File: src/rtl/dm_port_arbiter.sv
// Two-port arbiter sharing the data-memory read/write port between the CPU (port 0)
// and the host loader (port 1): sticky bounded bursts, round-robin under contention.
module dm_port_arbiter #(
  parameter int AW        = 8,
  parameter int DW        = 32,
  parameter int BURST_MAX = 4
) (
  input  logic          clk,
  input  logic          rst,
  input  logic          req0,
  input  logic          we0,
  input  logic [AW-1:0] addr0,
  input  logic [DW-1:0] wdata0,
  input  logic          req1,
  input  logic          we1,
  input  logic [AW-1:0] addr1,
  input  logic [DW-1:0] wdata1,
  output logic          gnt0,
  output logic          gnt1,
  output logic          rvalid0,
  output logic          rvalid1,
  output logic [DW-1:0] rdata,
  output logic          mem_wea,
  output logic [AW-1:0] mem_addr,
  output logic [DW-1:0] mem_din,
  input  logic [DW-1:0] mem_dout,
  output logic          busy,
  output logic [1:0]    dbg_state_o
);

  // Handshake: a port holds req/we/addr/wdata stable until its gnt; gnt means the
  // command reaches memory this cycle. A granted read answers with an rvalid pulse
  // on the following cycle, with rdata valid only while that pulse is high.

  localparam int CW = $clog2(BURST_MAX) + 1;
  localparam logic [CW-1:0] BMAX = CW'(BURST_MAX);

  localparam logic [1:0] S_IDLE = 2'd0;
  localparam logic [1:0] S_OWN0 = 2'd1;
  localparam logic [1:0] S_OWN1 = 2'd2;

  logic [1:0]    state_q, state_d;
  logic          last_q, last_d;
  logic [CW-1:0] cnt_q, cnt_d;
  logic          tag_vld_q, tag_vld_d;
  logic          tag_port_q, tag_port_d;
  logic [AW-1:0] addr_hold_q, addr_hold_d;
  logic          busy_q;

  logic win_vld;
  logic win_port;

  always_comb begin
    win_vld  = 1'b0;
    win_port = 1'b0;
    if (!rst) begin
      case (state_q)
        S_OWN0: begin
          if (req0 && (!req1 || cnt_q < BMAX)) begin
            win_vld  = 1'b1;
            win_port = 1'b0;
          end else if (req1) begin
            win_vld  = 1'b1;
            win_port = 1'b1;
          end
        end
        S_OWN1: begin
          if (req1 && (!req0 || cnt_q < BMAX)) begin
            win_vld  = 1'b1;
            win_port = 1'b1;
          end else if (req0) begin
            win_vld  = 1'b1;
            win_port = 1'b0;
          end
        end
        default: begin
          // On a tie from idle the port that was not served last goes first.
          if (req0 && req1) begin
            win_vld  = 1'b1;
            win_port = ~last_q;
          end else if (req0) begin
            win_vld  = 1'b1;
            win_port = 1'b0;
          end else if (req1) begin
            win_vld  = 1'b1;
            win_port = 1'b1;
          end
        end
      endcase
    end
  end

  assign gnt0 = win_vld & ~win_port;
  assign gnt1 = win_vld &  win_port;

  always_comb begin
    mem_wea  = 1'b0;
    mem_addr = addr_hold_q;
    mem_din  = '0;
    if (win_vld) begin
      mem_wea  = win_port ? we1    : we0;
      mem_addr = win_port ? addr1  : addr0;
      mem_din  = win_port ? wdata1 : wdata0;
    end
  end

  always_comb begin
    state_d     = S_IDLE;
    last_d      = last_q;
    cnt_d       = '0;
    addr_hold_d = addr_hold_q;
    tag_vld_d   = 1'b0;
    tag_port_d  = tag_port_q;
    if (win_vld) begin
      state_d     = win_port ? S_OWN1 : S_OWN0;
      last_d      = win_port;
      addr_hold_d = mem_addr;
      tag_vld_d   = ~mem_wea;
      tag_port_d  = win_port;
      if (state_q == state_d) begin
        cnt_d = (cnt_q == BMAX) ? cnt_q : cnt_q + 1'b1;
      end else begin
        cnt_d = {{(CW-1){1'b0}}, 1'b1};
      end
    end
  end

  always_ff @(posedge clk) begin
    if (rst) begin
      state_q     <= S_IDLE;
      last_q      <= 1'b1;
      cnt_q       <= '0;
      tag_vld_q   <= 1'b0;
      tag_port_q  <= 1'b0;
      addr_hold_q <= '0;
      busy_q      <= 1'b0;
    end else begin
      state_q     <= state_d;
      last_q      <= last_d;
      cnt_q       <= cnt_d;
      tag_vld_q   <= tag_vld_d;
      tag_port_q  <= tag_port_d;
      addr_hold_q <= addr_hold_d;
      busy_q      <= (state_d != S_IDLE);
    end
  end

  // A read granted just before reset is dropped: its pulse is masked while rst is high.
  assign rvalid0     = tag_vld_q & ~tag_port_q & ~rst;
  assign rvalid1     = tag_vld_q &  tag_port_q & ~rst;
  assign rdata       = (rvalid0 | rvalid1) ? mem_dout : '0;
  assign busy        = busy_q;
  assign dbg_state_o = state_q;

endmodule

File: config.mk
export PLATFORM = sky130hd
export DESIGN_NAME = dm_port_arbiter
export DESIGN_NICKNAME = d
export VERILOG_FILES = /design/src/rtl/dm_port_arbiter.sv
export SDC_FILE = /design/constraint.sdc
export NUM_CORES = 1
export LEC_CHECK = 0
export CORE_MARGIN = 2
export CORE_UTILIZATION = 25
export CTS_BUF_LIST = sky130_fd_sc_hd__clkbuf_4 sky130_fd_sc_hd__clkbuf_8
export DETAILED_ROUTE_END_ITERATION = 7
export PLACE_DENSITY = 0.85
export SYNTH_ARGS = -nofsm -noshare
export SYNTH_HDL_FRONTEND = slang
export SYNTH_SLANG_ARGS = --single-unit
File: constraint.sdc
create_clock -name clk -period 1.9 [get_ports clk]
set_input_delay 0.19 -clock clk [delete_from_list [all_inputs] [get_ports clk]]
set_output_delay 0.19 -clock clk [all_outputs]
set_load 0.005 [all_outputs]
==> results of run 1 <==
[synthesized netlist by cell type (4+ instances only)]
library cell and count:
a21oi_1 4, nand3_1 35, nor2b_1 4, o21ai_0 34, and2_1 33, nand2_1 36
dfxtp_1 17, ha_1 4, buf_2 11, clkbuf_1 8, a221o_2 8, and3_2 7
a221o_1 8, inv_1 5, nor2_1 6
[state kept, by name (all words and copies together), names as in the netlist]
name	flops
tag_vld_q	1
addr_hold_q	8
last_q	1
cnt_q	3
busy	1
dbg_state_o	2
tag_port_q	1
[cells in the final DEF, fill, tap and decap left out, types with 3 or more instances in the layout]
master,n
dfxtp_1,15
nor2_1,4
clkdlybuf4s50_1,153
buf_16,3
clkbuf_16,3
a221o_2,8
a21oi_1,3
o21ai_1,19
inv_1,3
buf_4,32
nand2_4,6
buf_6,15
buf_2,41
nand2_2,9
and3_4,3
buf_12,10
nand3_1,35
nand2_1,21
nor3b_1,3
and3_2,5
o21ai_2,13
a221o_1,8
and2_1,33
clkbuf_8,3
[cell families (layout without fill, tap and decap cells)]
logic type | Yosys count | after routing | share of synthesized area
flops | 17 | 17 | 0.201
fa+ha+maj | 4 | 4 | 0.0295
compound gates | 61 | 61 | 0.255
simple gates | 132 | 133 | 0.411
xor+xnor | 1 | 1 | 0.00517
buf+inv | 28 | 271 | 0.0857
mux | 2 | 2 | 0.0126
[area by class of cell]
class,instances,area share
clock buffers,4,0.0109
inverters,6,0.00723
multi-input cells,201,0.314
flip-flops and latches,17,0.0774
well taps,80,0.0223
repair buffers,261,0.568
[repair_timing]
item | 4_1_cts | 5_1_grt
pin swaps | 30 | 16
gates resized for setup | 242 | 36
gates cloned | 4 | 4
setup buffers | 18 | 11
setup endpoints to repair | 88 | 91
[worst max-delay path: cells and delay by family (launching register included)]
family | cells | cell delay (ps)
AO/OA/AOI/OAI | 1 | 340
flip-flops | 1 | 380
buffers and inverters | 4 | 440
adder cells (fa/ha/maj) | 1 | 290
AND/OR/NAND/NOR | 2 | 450
[power by group]
group	total, mW	internal, mW	switching [mW]
registers	0.489	0.436	0.0532
clock network	0.294	0.163	0.130
logic	2.08	1.23	0.850
[worst max-delay path by stage]
stage,startpoint,to,slack (ps),cells after the start
detailed placement,req0,mem_din[12],-630,8
global route,dbg_state_o[0]$_SDFF_PP0_,mem_addr[1],-500,9
global placement,req0,mem_din[12],-620,8
floorplan,dbg_state_o[0]$_SDFF_PP0_,mem_addr[0],-20,8
finish,dbg_state_o[0]$_SDFF_PP0_,mem_addr[1],-440,8
CTS,dbg_state_o[0]$_SDFF_PP0_,mem_addr[7],-420,8
[metal layers]
| metal | vias up | GRT usage | wire length [µm] |
|---|---|---|---|
| met2 | 177 | 0.411 | 4920 |
| met4 | 0 | 0.0682 | 280 |
| met5 | - | 0 | 0 |
| met1 | 1304 | 0.252 | 3530 |
| li1 | 1361 | - | - |
| met3 | 26 | 0.0352 | 684 |
[stage by stage]
stage	area [µm²]	instances	TNS [ps]	total power [mW]
4_1_cts	4230	556	-17860	2.59
2_1_floorplan	1740	245	-169	1.15
5_1_grt	4500	569	-19700	3.03
6_report	4500	569	-16470	2.87
3_3_place_gp	3970	530	-25840	2.09
3_5_place_dp	3970	530	-28610	2.11
==> key figures, run 1 <==
Power and ir drop
  – Maximum resistive drop on vdd: 0.292 mV
  – Total power density per cell area: 637 mW/mm²
  – Leakage power total: 1.96 nW

STA
  – Skew final: 2.18 ps
  – Final Hold Slack: 450 ps
  – Worst-Margin Slew: 329 ps
  – Final max-slew violation count: 0
  – Max Fclk: 428 MHz
  – Post-route clock period utilization: 1.23
  – Relative slew margins: 0.779
  – Number of endpoints with negative hold slack in the final report: 0
  – Final critical path time including I/O delays and setup: 2340 ps
  – # setup viols final: 53
  – Least setup slack across all paths after layout: -437 ps
  – Setup repair after global routing missed its margin: yes

Yosys
  – Netlist Area Pre-Place: 0.00169 mm²
  – Post-synth net total: 367
  – Share of flip-flops with an asynchronous set or reset after synthesis: 0
  – #FFs+latches synth: 17
  – Portion of the post-synthesis area used by sequential elements: 0.201
  – Instance count of the mapped netlist: 245
  – Average instance area after synthesis: 6.91 µm²
  – Most used DFF post-synth: dfxtp_1
  – Most area-hungry cell type in the Yosys netlist: dfxtp_1
  – Fraction of synthesized cell area taken by the top area cell type: 0.201
  – Warnings, synthesis: 0
  – Cells taking the most area after synthesis: dfxtp_1, and2_1, nand3_1
  – Count of different cell masters after synthesis: 36
  – Number of enable-type register cells in the synthesized netlist: 0

Floorplanning
  – Die height: 86.3 µm
  – Initial core utilization: 0.254
  – Placeable core region: 0.00668 mm²
  – Total die area: 0.00745 mm²
  – Width of the die: 86.3 µm
  – Num rows: 30
  – I/O pin count: 198

Job
  – Max Cap Violations: 0

Placed design
  – Worst setup timing slack at the placement stage: -629 ps
  – Count of buffers inserted at the top-level ports: 197
  – Post-DP HPWL: 6000 µm
  – RD Place Congestion: 0.806

Layout
  – Sequential Area: 348 µm²
  – # diodes: 0
  – Post-layout utilization of the core: 0.673
  – Count of filler cells inserted in the layout: 501
  – Synthesis-to-finish area growth: 165%
  – Area of the multi-input gates: 0.00141 mm²
  – Final Net Count: 612
  – Share of layout cells above drive strength 1: 0.358

Worst setup path
  – R2R setup slack: -270 ps
  – Number of cells on the worst reg-to-reg path: 11
  – Startpoint of the worst-slack reg-to-reg timing path: dbg_state_o[0]$_SDFF_PP0_
  – Category of the worst setup path launch point: flip-flop
  – Peak per-stage delay on the critical path: 400 ps
  – Critical-path cell with the highest stage delay: or3_4
  – Cell breakdown of the critical path: inv_4 > ha_4 > nor3_2 > or3_4 > buf_6 > buf_6 > a221o_1 > buf_2
  – Worst path most repeated cell: buf_6
  – Worst setup path category: reg2out
  – Data arrival at the endpoint of the critical path: 2150 ps
  – WP data required: 1710 ps
  – Biggest fanout along the worst timing path: 4
  – Element type at the critical path end: primary output
  – R2R Path End: addr_hold_q[2]$_SDFFE_PP0P_

Detailed routing
  – Detail-routed net length per standard cell: 16.5 µm
  – Total Wirelength: 9410 µm
  – Detail Route Antenna Nets: 0
  – Total vias in the final route: 2,868
  – TritonRoute pass-1 iters: 4
  – First-iteration detailed-routing DRC count: 104
  – Vias/cell: 5.04
  – Count of unresolved DRC violations after routing: 0

Worst hold path
  – Start point of the worst hold path: last_q$_SDFFE_PP1P_
  – End point of the most critical hold path: last_q$_SDFFE_PP1P_
  – Cell count of the worst hold path: 2
  – Class of the tightest hold or removal check: reg2reg

Clock network
  – Hold_buf cts: 0
  – Maximum root-to-sink buffer count: 2
  – TritonCTS Sinks: 17
  – TritonCTS Buffers: 3
  – CTS tree: done
  – Clock network latency to the later pin of the worst-skew pair: 260 ps
  – Clock root cell: clkbuf_8
  – Clock H-tree levels: 1
  – Clock-pin slew reported for the worst setup and hold paths after clock tree synthesis: 70 ps

Global route
  – Final global-route overflow total: 0
  – Initial antenna violation count: 0
  – Largest net degree at the start of global routing: 35
  – Vias in the first global route: 2,873
  – Global Route Usage Sum: 0.219
  – First-pass GRT wire length: 13,300 µm

Outcome
  – Run status: complete, but fails checks
  – Violations in the final reports: setup timing
(Power assumes the default switching activity.)
==> run 2: changes to the inputs <==
SLEW_MARGIN = 20   (was unset)
==> results of run 2 <==
Same layout as run 1: the final DEF is identical, and so are final timing and power.
==> run 3: changes to the inputs <==
ABC_CLOCK_PERIOD_IN_PS = 1900   (was unset)
GPL_ROUTABILITY_DRIVEN = 0   (was unset)
==> results of run 3 <==
Same layout as run 1: the final DEF is identical, and so are final timing and power.
